$ cat src/rtl/load_store_unit.sv
// Memory stage: non-memory results pass to write-back in one cycle; loads/stores take a
// two-state IDLE/ACCESS handshake with alignment checks, lane steering and a wait timeout.
module load_store_unit #(
   parameter int MAX_WAIT = 255
) (
   input  logic        clk,
   input  logic        rst_n,
   input  logic        in_valid,
   output logic        in_ready,
   input  logic [5:0]  in_alucode,
   input  logic [31:0] in_addr,
   input  logic [31:0] in_wdata,
   input  logic [4:0]  in_rd,
   input  logic        in_rd_we,
   output logic        mem_req,
   output logic        mem_we,
   output logic [31:0] mem_addr,
   output logic [3:0]  mem_be,
   output logic [31:0] mem_wdata,
   input  logic        mem_ack,
   input  logic [31:0] mem_rdata,
   output logic        wb_valid,
   output logic        wb_we,
   output logic [4:0]  wb_rd,
   output logic [31:0] wb_data,
   output logic        exc_valid,
   output logic [1:0]  exc_code,
   output logic [31:0] exc_addr
);
   localparam logic [5:0] ALU_LB  = 6'd16;
   localparam logic [5:0] ALU_LH  = 6'd17;
   localparam logic [5:0] ALU_LW  = 6'd18;
   localparam logic [5:0] ALU_LBU = 6'd19;
   localparam logic [5:0] ALU_LHU = 6'd20;
   localparam logic [5:0] ALU_SB  = 6'd21;
   localparam logic [5:0] ALU_SH  = 6'd22;
   localparam logic [5:0] ALU_SW  = 6'd23;

   localparam logic [1:0] EXC_LD  = 2'b01;
   localparam logic [1:0] EXC_ST  = 2'b10;
   localparam logic [1:0] EXC_TMO = 2'b11;

   localparam int CW = (MAX_WAIT < 2) ? 1 : $clog2(MAX_WAIT);
   localparam logic [CW-1:0] CNT_LAST = CW'(MAX_WAIT - 1);

   typedef enum logic {S_IDLE, S_ACCESS} state_t;

   state_t        r_state;
   logic [CW-1:0] r_cnt;
   logic [5:0]    r_op;
   logic [31:0]   r_addr;
   logic [4:0]    r_rd;
   logic          r_rd_we;

   logic          w_is_load;
   logic          w_is_store;
   logic [1:0]    w_size;
   logic          w_misaligned;
   logic [3:0]    w_be;
   logic [31:0]   w_wdata;
   logic          w_r_store;
   logic [7:0]    w_byte;
   logic [15:0]   w_half;
   logic [31:0]   w_ld_data;

   assign in_ready = rst_n && (r_state == S_IDLE);

   // w_size: 0 byte, 1 halfword, 2 word
   always_comb begin
      w_is_load  = 1'b0;
      w_is_store = 1'b0;
      w_size     = 2'd2;
      case (in_alucode)
         ALU_LB, ALU_LBU: begin w_is_load  = 1'b1; w_size = 2'd0; end
         ALU_LH, ALU_LHU: begin w_is_load  = 1'b1; w_size = 2'd1; end
         ALU_LW:          begin w_is_load  = 1'b1; w_size = 2'd2; end
         ALU_SB:          begin w_is_store = 1'b1; w_size = 2'd0; end
         ALU_SH:          begin w_is_store = 1'b1; w_size = 2'd1; end
         ALU_SW:          begin w_is_store = 1'b1; w_size = 2'd2; end
         default: ;
      endcase
      w_misaligned = ((w_size == 2'd1) && in_addr[0]) ||
                     ((w_size == 2'd2) && (in_addr[1:0] != 2'b00));
      w_be    = 4'b0000;
      w_wdata = 32'd0;
      if (w_is_store) begin
         case (w_size)
            2'd0:    begin w_be = 4'b0001 << in_addr[1:0]; w_wdata = {4{in_wdata[7:0]}};  end
            2'd1:    begin w_be = 4'b0011 << in_addr[1:0]; w_wdata = {2{in_wdata[15:0]}}; end
            default: begin w_be = 4'b1111;                 w_wdata = in_wdata;            end
         endcase
      end
   end

   always_comb begin
      w_r_store = (r_op == ALU_SB) || (r_op == ALU_SH) || (r_op == ALU_SW);
      case (r_addr[1:0])
         2'd0:    w_byte = mem_rdata[7:0];
         2'd1:    w_byte = mem_rdata[15:8];
         2'd2:    w_byte = mem_rdata[23:16];
         default: w_byte = mem_rdata[31:24];
      endcase
      w_half    = r_addr[1] ? mem_rdata[31:16] : mem_rdata[15:0];
      w_ld_data = mem_rdata;
      case (r_op)
         ALU_LB:  w_ld_data = {{24{w_byte[7]}}, w_byte};
         ALU_LBU: w_ld_data = {24'd0, w_byte};
         ALU_LH:  w_ld_data = {{16{w_half[15]}}, w_half};
         ALU_LHU: w_ld_data = {16'd0, w_half};
         default: ;
      endcase
   end

   always_ff @(posedge clk or negedge rst_n) begin
      if (!rst_n) begin
         r_state   <= S_IDLE;
         r_cnt     <= '0;
         r_op      <= 6'd0;
         r_addr    <= 32'd0;
         r_rd      <= 5'd0;
         r_rd_we   <= 1'b0;
         mem_req   <= 1'b0;
         mem_we    <= 1'b0;
         mem_addr  <= 32'd0;
         mem_be    <= 4'd0;
         mem_wdata <= 32'd0;
         wb_valid  <= 1'b0;
         wb_we     <= 1'b0;
         wb_rd     <= 5'd0;
         wb_data   <= 32'd0;
         exc_valid <= 1'b0;
         exc_code  <= 2'd0;
         exc_addr  <= 32'd0;
      end else begin
         wb_valid  <= 1'b0;
         exc_valid <= 1'b0;
         case (r_state)
            S_IDLE: begin
               if (in_valid) begin
                  if (!(w_is_load || w_is_store)) begin
                     wb_valid <= 1'b1;
                     wb_we    <= in_rd_we && (in_rd != 5'd0);
                     wb_rd    <= in_rd;
                     wb_data  <= in_addr;
                  end else if (w_misaligned) begin
                     exc_valid <= 1'b1;
                     exc_code  <= w_is_store ? EXC_ST : EXC_LD;
                     exc_addr  <= in_addr;
                  end else begin
                     r_state   <= S_ACCESS;
                     r_cnt     <= '0;
                     r_op      <= in_alucode;
                     r_addr    <= in_addr;
                     r_rd      <= in_rd;
                     r_rd_we   <= in_rd_we;
                     mem_req   <= 1'b1;
                     mem_we    <= w_is_store;
                     mem_addr  <= {in_addr[31:2], 2'b00};
                     mem_be    <= w_be;
                     mem_wdata <= w_wdata;
                  end
               end
            end
            S_ACCESS: begin
               // an ack on the final wait cycle wins over the timeout
               if (mem_ack) begin
                  r_state  <= S_IDLE;
                  mem_req  <= 1'b0;
                  mem_we   <= 1'b0;
                  mem_be   <= 4'd0;
                  wb_valid <= 1'b1;
                  wb_rd    <= r_rd;
                  wb_we    <= w_r_store ? 1'b0 : (r_rd_we && (r_rd != 5'd0));
                  wb_data  <= w_r_store ? 32'd0 : w_ld_data;
               end else if (r_cnt == CNT_LAST) begin
                  r_state   <= S_IDLE;
                  mem_req   <= 1'b0;
                  mem_we    <= 1'b0;
                  mem_be    <= 4'd0;
                  exc_valid <= 1'b1;
                  exc_code  <= EXC_TMO;
                  exc_addr  <= r_addr;
               end else begin
                  r_cnt <= r_cnt + 1'b1;
               end
            end
            default: r_state <= S_IDLE;
         endcase
      end
   end
endmodule
$ cat config.mk
export PLATFORM = sky130hd
export DESIGN_NAME = load_store_unit
export DESIGN_NICKNAME = d
export VERILOG_FILES = /design/src/rtl/load_store_unit.sv
export SDC_FILE = /design/constraint.sdc
export NUM_CORES = 1
export LEC_CHECK = 0
export ABC_AREA = 1
export CAP_MARGIN = 20
export CORE_MARGIN = 2
export CORE_UTILIZATION = 25
export CTS_BUF_LIST = sky130_fd_sc_hd__clkbuf_8
export DETAILED_ROUTE_END_ITERATION = 8
export HOLD_SLACK_MARGIN = 0.05
export PLACE_DENSITY_LB_ADDON = 0.05
export SLEW_MARGIN = 20
export SYNTH_ARGS = -nofsm -noshare
export SYNTH_HDL_FRONTEND = slang
export SYNTH_SLANG_ARGS = --single-unit
$ cat constraint.sdc
create_clock -name clk -period 1.7 [get_ports clk]
set_input_delay 0.34 -clock clk [delete_from_list [all_inputs] [get_ports clk]]
set_output_delay 0.34 -clock clk [all_outputs]
set_load 0.02 [all_outputs]
* Yosys cells after proc, flatten, opt, wreduce, memory -nomap -nowiden
Cells that the tools add are included.
** Word-level totals
- Flip-flop bits (word level) :: 195
- Logic and storage cells :: 151
** Cells by class
- $add $sub $neg :: 1
- Equality and inequality tests :: 30
- Shift-type cells :: 2
- Muxes and demuxes :: 75
- Bitwise logic cells :: 2
- Reduce and logical (&&, ||, !) cells :: 23
** Operators with widths (number)
- $mux 32 :: 10
- $pmux 32 s2 :: 3
- $pmux 32 s4 :: 1
- $eq 6x5->1 const B :: 15
- $mux 8 :: 5
- $mux 1 :: 27
- $mux 4 :: 6
- $pmux 8 s3 :: 1
- $mux 16 :: 1
- $pmux 4 s2 :: 2
- $pmux 8 s2 :: 1
- $mux 5 :: 3
- $ne 2x2->1 const B :: 7
- $mux 2 :: 6
- $pmux 1 s2 :: 6
- $pmux 5 s2 :: 1
- $reduce_and 5->1 :: 2
- $reduce_bool 5->1 :: 2
- $reduce_or 3->1 :: 3
- $add 8x1->8 const B :: 1
- $eq 8x8->1 const B :: 1
- $pmux 2 s2 :: 2
- $reduce_and 4->1 :: 2
- $logic_and 1x1->1 :: 5
- other kinds (12) :: 20

* Depth between registers and ports, before layout
Gate-level depths: netlist (run 1).
- Depth after elaboration :: 10
- Mapped depth :: 12
- Depth with buffers taken out :: 11

* Worst setup path after synthesis (run 1)
Ideal clock, no wire load.
- Kind :: register -> register
- From :: register r_cnt[0]
- To :: register exc_addr[10]
- Setup time :: 0.117 ns
- Arrival :: 1.443 ns
- Data required time :: 1.583 ns
- Setup slack :: 0.140 ns
- Stages on the path, launching flop included :: 9
- Buffers on the path :: 1
- Cells stage by stage :: dfrtp_1 -> inv_1 -> ha_1 -> nand3_1 -> nor3_2 -> nand3b_1 -> clkbuf_1 -> nand3_1 -> nand2_1
** On the way
- Word-level cells in the longest chain between the ends :: 3
** Ends and longest elaborated chain
- from (decl) :: line 49 : logic [CW-1:0] r_cnt;
- from (signal assigned) :: line 184 : r_cnt <= r_cnt + 1'b1;
- $eq 8x8->1 :: line 175 : end else if (r_cnt == CNT_LAST) begin
- $ne 2x1->1 (no line)
- $reduce_and 5->1 (no line)
- to (signal assigned) :: line 148 : exc_addr <= in_addr;
- to (signal assigned) :: line 182 : exc_addr <= r_addr;
- to (decl) :: line 28 : output logic [31:0] exc_addr
Every way passes these cells.
A chain may end at the register's enable or synchronous reset.

* Worst setup path in the final report (run 1)
- From :: input port in_alucode[4]
- To :: register exc_addr[7]
** On the way
- Word-level cells in the longest chain between the ends :: 8
- Elaborated cells between the ends (all ways) :: 24
** Ends and longest elaborated chain
- from (decl) :: line 10 : input logic [5:0] in_alucode,
- $eq 6x5->1 :: line 73 : case (in_alucode)
- $reduce_or 3->1 (no line)
- $pmux 2 s2 :: line 73
- $eq 2x1->1 / $eq 2x2->1 (equally long branches) :: line 82, 83
- $logic_and 1x1->1, on equally long branches :: line 82, 83
- $logic_or 1x1->1 :: line 82 : w_misaligned = ((w_size == 2'd1) && in_addr[0]) ||
- $ne 2x2->1 (no line)
- $reduce_and 5->1 (no line) *
Every way passes the cells marked *; elsewhere a longest branch is shown, timed or not.

==> run summary, run 1 <==
Area taken by multi-input logic gates - 4160 sq um
Count of mapped cells out of synthesis - 1232
Worst setup path class - in2reg
Mean Syn Cell Area - 7.34 sq um
Post-synth top flop - dfrtp_1
Max capacitance violation total - 0
Met3 wire length - 2.23 mm
Top Metal Used - met5
Largest area contributor in the synthesized netlist - dfrtp_1
Count of TritonRoute iterations in the first routing pass - 5
Kind of end point of the critical path - register
Routed len/inst - 17.6 um
Wire length of the first global-routing pass - 53.4 mm
Antenna diodes - 0
Final setup viols - 0
Share of flip-flops with an asynchronous set or reset after synthesis - 100%
Post-synthesis instance area - 9040 sq um
Clock insertion delay at the later pin of the skew report - 470 ps
Total wire length - 35.0 mm
Filler cells - 3888
Most frequently used cell type in the post-synthesis netlist - nand2_1
Setup repair after global routing missed its margin - yes
Sink count of the clock tree - 165
Crit path cell chain - clkdlybuf4s50_1, nand3_4, buf_4, inv_2, nand2_4, nand3_4, buf_4, nand2_2, nand2_4, nand2_8, clkbuf_16, nand2_1, nand2_1
Layout cells sized above 1 - 14.4%
Register Area - 4130 sq um
Proportion of netlist area held by the largest area contributor - 45.7%
Number of port buffers - 254
Remaining routing DRC violations - 0
Most numerous cell types in the synthesized netlist - nand2_1, dfrtp_1, nand3_1, nor2_1, inv_1
Final Cycle Share - 96.8%
Worst-Margin Slew - 566 ps
P_leak - 6.52 nW
Crit path largest cell delay - 520 ps
Via count of the first global-routing pass - 8894
Routability Congestion - 0.830
Path type of the worst min-delay path - in2reg
Top-level I/O count - 257
Kind of start point of the critical path - primary input
Area growth from synthesis to layout - 45.1%
Count of flip-flops with a built-in enable after synthesis - 0
Critical-path top delay cell - clkdlybuf4s50_1
Arrival time at the worst endpoint - 2010 ps
Number of buffers inserted during clock tree synthesis - 17
Clock H-tree levels - 4
Nets@finish - 1625
Power density relative to cell area - 943 nW/um^2
All-Layer GR Usage - 18.4%
Maximum number of pins on one net before global-route repair - 96
Slew Limit Headroom - 62.3%
HPWL after detailed placement - 26.0 mm
Die span in y - 194 um
Post-detailed-route count of antenna-violating nets - 0
Setup slack of the critical path after layout - 54.8 ps
Chip width - 194 um
Number of placement rows - 69
Initial antenna violation count - 3
Sequential element share of the synthesized area - 45.7%
Area of the placeable core - 35600 sq um
Worst Path Max Fanout - 7
Length of routed met2 wiring - 16.2 mm
Max Clock Freq - 608 MHz
Count of warnings emitted by yosys - 0
Via count normalized by instance count - 4.47
Pre-CTS setup slack - -533 ps
Required time of the critical path - 2060 ps
Largest vdd supply drop - 0.466 mV
Number of distinct standard cells referenced by the synthesized netlist - 36
Count of vias placed by the detailed router - 8866
Post-route minimum period - 1650 ps
Area of the die - 37700 sq um
Fin Clk Skew - 13.3 ps
TritonCTS clock tree - yes
Number of flip-flops and latches in the synthesized netlist - 165
CTS root buffer - clkbuf_8
Metal-1 WL - 16.0 mm
Result of the run - finished clean
Post-route total power - 0.0124 W
Final Hold Vio Count - 0
Number of pins exceeding their max-slew limit in the final report - 0
Total overflow reported by the global router - 0
Worst-case clock buffer depth - 2
Detailed router's first-iteration violation count - 349
Cell types occupying the most area after synthesis - dfrtp_1, nand2_1, nand3_1
Initial core utilization - 25.4%
Worst-path clk slew - 90 ps
[layer usage]
metal | vias up | GRT usage (%)
li1 | 4459 | -
met4 | 6 | 4.77
met3 | 35 | 4.96
met2 | 247 | 29.4
met5 | - | 0
met1 | 4119 | 24.6
[what timing repair did]
action                                  in CTS  in global routing
buffers inserted                             3                  7
hold buffers                                 1                  0
gates cloned                                 1                  4
endpoints found under the setup margin     176                110
resized for setup                          156                 63
pin swaps                                    2                 16
endpoints found under the hold margin       32                  0
[sequential cells by signal, indices dropped and copies added (netlist names)]
signal and flops:
wb_data 32, mem_req 1, wb_we 1, exc_addr 32, mem_be 4, exc_code 2
wb_rd 5, r_rd 5, r_cnt 8, mem_we 1, wb_valid 1, r_state 1
r_op 6, r_rd_we 1, exc_valid 1, mem_wdata 32, r_addr 32
[metrics by stage]
step	hold slack (ps)	util, %	cell area [sq um]	setup TNS (ps)	instances
floorplan	44.4	-	9050	0	1233
global placement	451	35.1	12500	-58730	1940
detailed placement	457	35.1	12500	-64460	1940
CTS	378	35.9	12800	-144	1975
global route	380	36.9	13100	-706	1984
finish	400	36.9	13100	0	1984
[layout make-up]
type / count / share of cell area [%]
timing repair buffer: 360 / 26.8
clock inverter: 11 / 0.830
sequential: 165 / 31.5
inverter: 90 / 2.64
multi-input combinational: 877 / 31.7
tap: 461 / 4.40
clock buffer: 20 / 2.10
[critical path, delay by kind of cell]
| family | cells | cell delay [ps] |
|---|---|---|
| buf+inv | 5 | 1030 |
| simple gates | 8 | 630 |
[placed cells by master, fill, tap and decap left out, types with 8 or more instances in the layout]
cell	synthesis	routed
nand2_1	397	386
dfrtp_1	165	162
dlygate4sd2_1	0	142
nand3_1	129	122
nor2_1	118	112
clkdlybuf4s50_1	0	108
inv_1	82	80
buf_4	39	72
a21oi_1	68	57
o21ai_0	53	52
o21ai_1	41	42
clkbuf_8	0	21
buf_12	0	18
nand2_2	3	11
a21oi_2	0	11
inv_2	7	10
buf_6	8	10
or2_2	9	9
nand4_1	8	8
[where the power goes]
| part | switching, W | internal, W |
|---|---|---|
| sequential | 0.000427 | 0.00451 |
| clock | 0.00153 | 0.00140 |
| combinational | 0.00263 | 0.00188 |
| total | 0.00458 | 0.00778 |
[path summary, 6_finish.rpt]
kind                                    start       endpoint  slack, ps  depth (start not counted)
worst max-delay path            in_alucode[4]    exc_addr[7]         50                         13
worst min-delay path            in_alucode[2]        r_op[2]        400                          4
worst max register to register        r_op[3]    wb_data[21]         60                          8
worst min register to register        r_op[5]        r_op[5]        470                          2
max in group asynchronous               rst_n  mem_wdata[11]        220                          4
min in group asynchronous               rst_n     r_addr[10]        530                          3
[cells by family after synthesis]
group | Yosys count | share of synthesized area, %
and+or+nand+nor | 690 | 32.7
buffers and inverters | 191 | 10.6
AOI/OAI and AO/OA | 178 | 10.2
DFF | 165 | 45.7
xor gates and xnor gates | 5 | 0.484
adders and majority gates | 2 | 0.277
other | 1 | 0.0415
No activity file was read; power rests on OpenSTA's default activity.
==> inputs of run 2 (changes only) <==
--- a/config.mk
+++ b/config.mk
@@ -7,7 +7,7 @@
 export LEC_CHECK = 0
 export ABC_AREA = 1
 export CAP_MARGIN = 20
-export CORE_MARGIN = 2
+export CORE_MARGIN = 4
 export CORE_UTILIZATION = 25
 export CTS_BUF_LIST = sky130_fd_sc_hd__clkbuf_8
 export DETAILED_ROUTE_END_ITERATION = 8
==> run summary, run 2 (synthesis results as in run 1) <==
Result of the run - finished clean
Via count normalized by instance count - 4.49
First element of the critical path - in_alucode[0]
CTS root buffer - clkbuf_8
Crit path largest cell delay - 550 ps
Clock H-tree levels - 4
Post-Layout Cell Count - 1990
Register-to-Register Setup Slack - 7 ps
Nets@finish - 1629
Worst-path clk slew - 100 ps
Worst reg2reg endpoint - exc_addr[6]
Via count of the first global-routing pass - 9068
HPWL after detailed placement - 26.3 mm
Post-route total power - 0.0123 W
Max capacitance violation total - 0
Clock insertion delay at the later pin of the skew report - 500 ps
Routability Congestion - 0.810
Crit path cell chain - clkdlybuf4s50_1, nand2_1, nand2_1, nand2_2, nand3_4, nand2_2, nand2_4, nand2_8, buf_12, clkbuf_16, nand2_1, nand2_1
Die span in y - 198 um
TritonCTS clock tree - yes
Kind of end point of the critical path - register
Area growth from synthesis to layout - 45.6%
Final Hold Vio Count - 0
Path type of the worst min-delay path - in2reg
Slew Limit Headroom - 58.0%
Kind of start point of the critical path - primary input
Total wire length - 35.2 mm
Wire length of the first global-routing pass - 53.7 mm
Pre-CTS setup slack - -534 ps
Final Cycle Share - 99.6%
Number of placement rows - 69
Critical Path End - exc_addr[6]
Count of TritonRoute iterations in the first routing pass - 5
Area of the die - 39300 sq um
Max Clock Freq - 591 MHz
Remaining routing DRC violations - 0
Worst reg2reg startpoint - r_cnt[0]
Most frequent cells in the layout - nand2_1, dfrtp_1, dlygate4sd2_1
Final worst hold slack - 341 ps
Fin Clk Skew - 16.3 ps
Final setup TNS - 0 ps
Total overflow reported by the global router - 0
Worst setup path class - in2reg
Critical-path top delay cell - clkdlybuf4s50_1
Critical Path Most Common Cell - nand2_1
Worst-case clock buffer depth - 2
Post-route minimum period - 1690 ps
All-Layer GR Usage - 17.7%
Layout cells sized above 1 - 14.9%
P_leak - 6.51 nW
Post-detailed-route count of antenna-violating nets - 0
Filler cells - 3888
Required time of the critical path - 2090 ps
Routed len/inst - 17.7 um
Setup repair after global routing missed its margin - yes
Area of the placeable core - 35700 sq um
Instance count after placement with tap cells included - 1936
Worst Path Max Fanout - 5
Top-level I/O count - 257
Arrival time at the worst endpoint - 2080 ps
Worst-Margin Slew - 630 ps
Initial antenna violation count - 3
Detailed router's first-iteration violation count - 511
Number of pins exceeding their max-slew limit in the final report - 0
Setup slack of the critical path after layout - 6.84 ps
Final setup viols - 0
Most common library cell in the layout ignoring fill and taps - nand2_1
Count of vias placed by the detailed router - 8931
Number of buffers inserted during clock tree synthesis - 17
Sink count of the clock tree - 165
Number of port buffers - 254
Initial core utilization - 25.4%
Largest vdd supply drop - 0.493 mV
Power density relative to cell area - 931 nW/um^2
Maximum number of pins on one net before global-route repair - 103
Chip width - 198 um
Worst-case reg-to-reg path depth - 11
run 2: area by class of cell:
type                       instances  area (sq um)  share of cell area (%)
clock inverter                    15           145                    1.10
sequential                       165          4130                    31.4
clock buffer                      17           234                    1.78
inverter                          90           343                    2.60
multi-input combinational        877          4160                    31.6
tap                              461           577                    4.38
antenna                            1          2.50                  0.0190
timing repair buffer             364          3580                    27.2
run 2: per-stage QoR:
stage          area [sq um]  util (%)
5_1_grt               13200      36.9
4_1_cts               12700      35.7
3_5_place_dp          12500      35.0
2_1_floorplan          9050         -
6_report              13200      36.9
3_3_place_gp          12500      35.0
run 2: critical path: cells and delay by family:
kind          cells  cell delay (ps)
simple gates      9              870
buf+inv           3              850
run 2: how the worst min path moves through the flow:
| stage | startpoint | end | slack, ps | cells past startpoint |
|---|---|---|---|---|
| 2_1_floorplan | rst_n | exc_addr[0] | 40 | 0 |
| 3_3_place_gp | rst_n | wb_data[12] | 440 | 2 |
| 3_5_place_dp | rst_n | wb_data[14] | 440 | 2 |
| 4_1_cts | in_addr[2] | r_addr[2] | 390 | 3 |
| 5_1_grt | in_alucode[2] | r_op[2] | 310 | 4 |
| 6_report | in_alucode[2] | r_op[2] | 340 | 4 |
run 2: repair_timing:
item	in CTS	in global routing
gates cloned	0	4
endpoints found under the hold margin	26	0
gates resized for setup	155	77
pin swaps	1	18
setup endpoints to repair	182	118
buffers inserted	3	13
hold buffers	1	0
run 2: power breakdown:
group | switching [W] | internal [W] | total [W]
registers | 0.000412 | 0.00451 | 0.00492
logic | 0.00262 | 0.00182 | 0.00444
clock network | 0.00171 | 0.00119 | 0.00290
run 2: per-layer routing:
metal  vias to the layer above  global-route usage [%]  wire [um]
li1                       4478                       -          -
met1                      4204                    23.9      15800
met2                       222                    28.4      16500
met3                        23                    5.22       2600
met4                         4                    3.47        332
met5                         -                       0         21
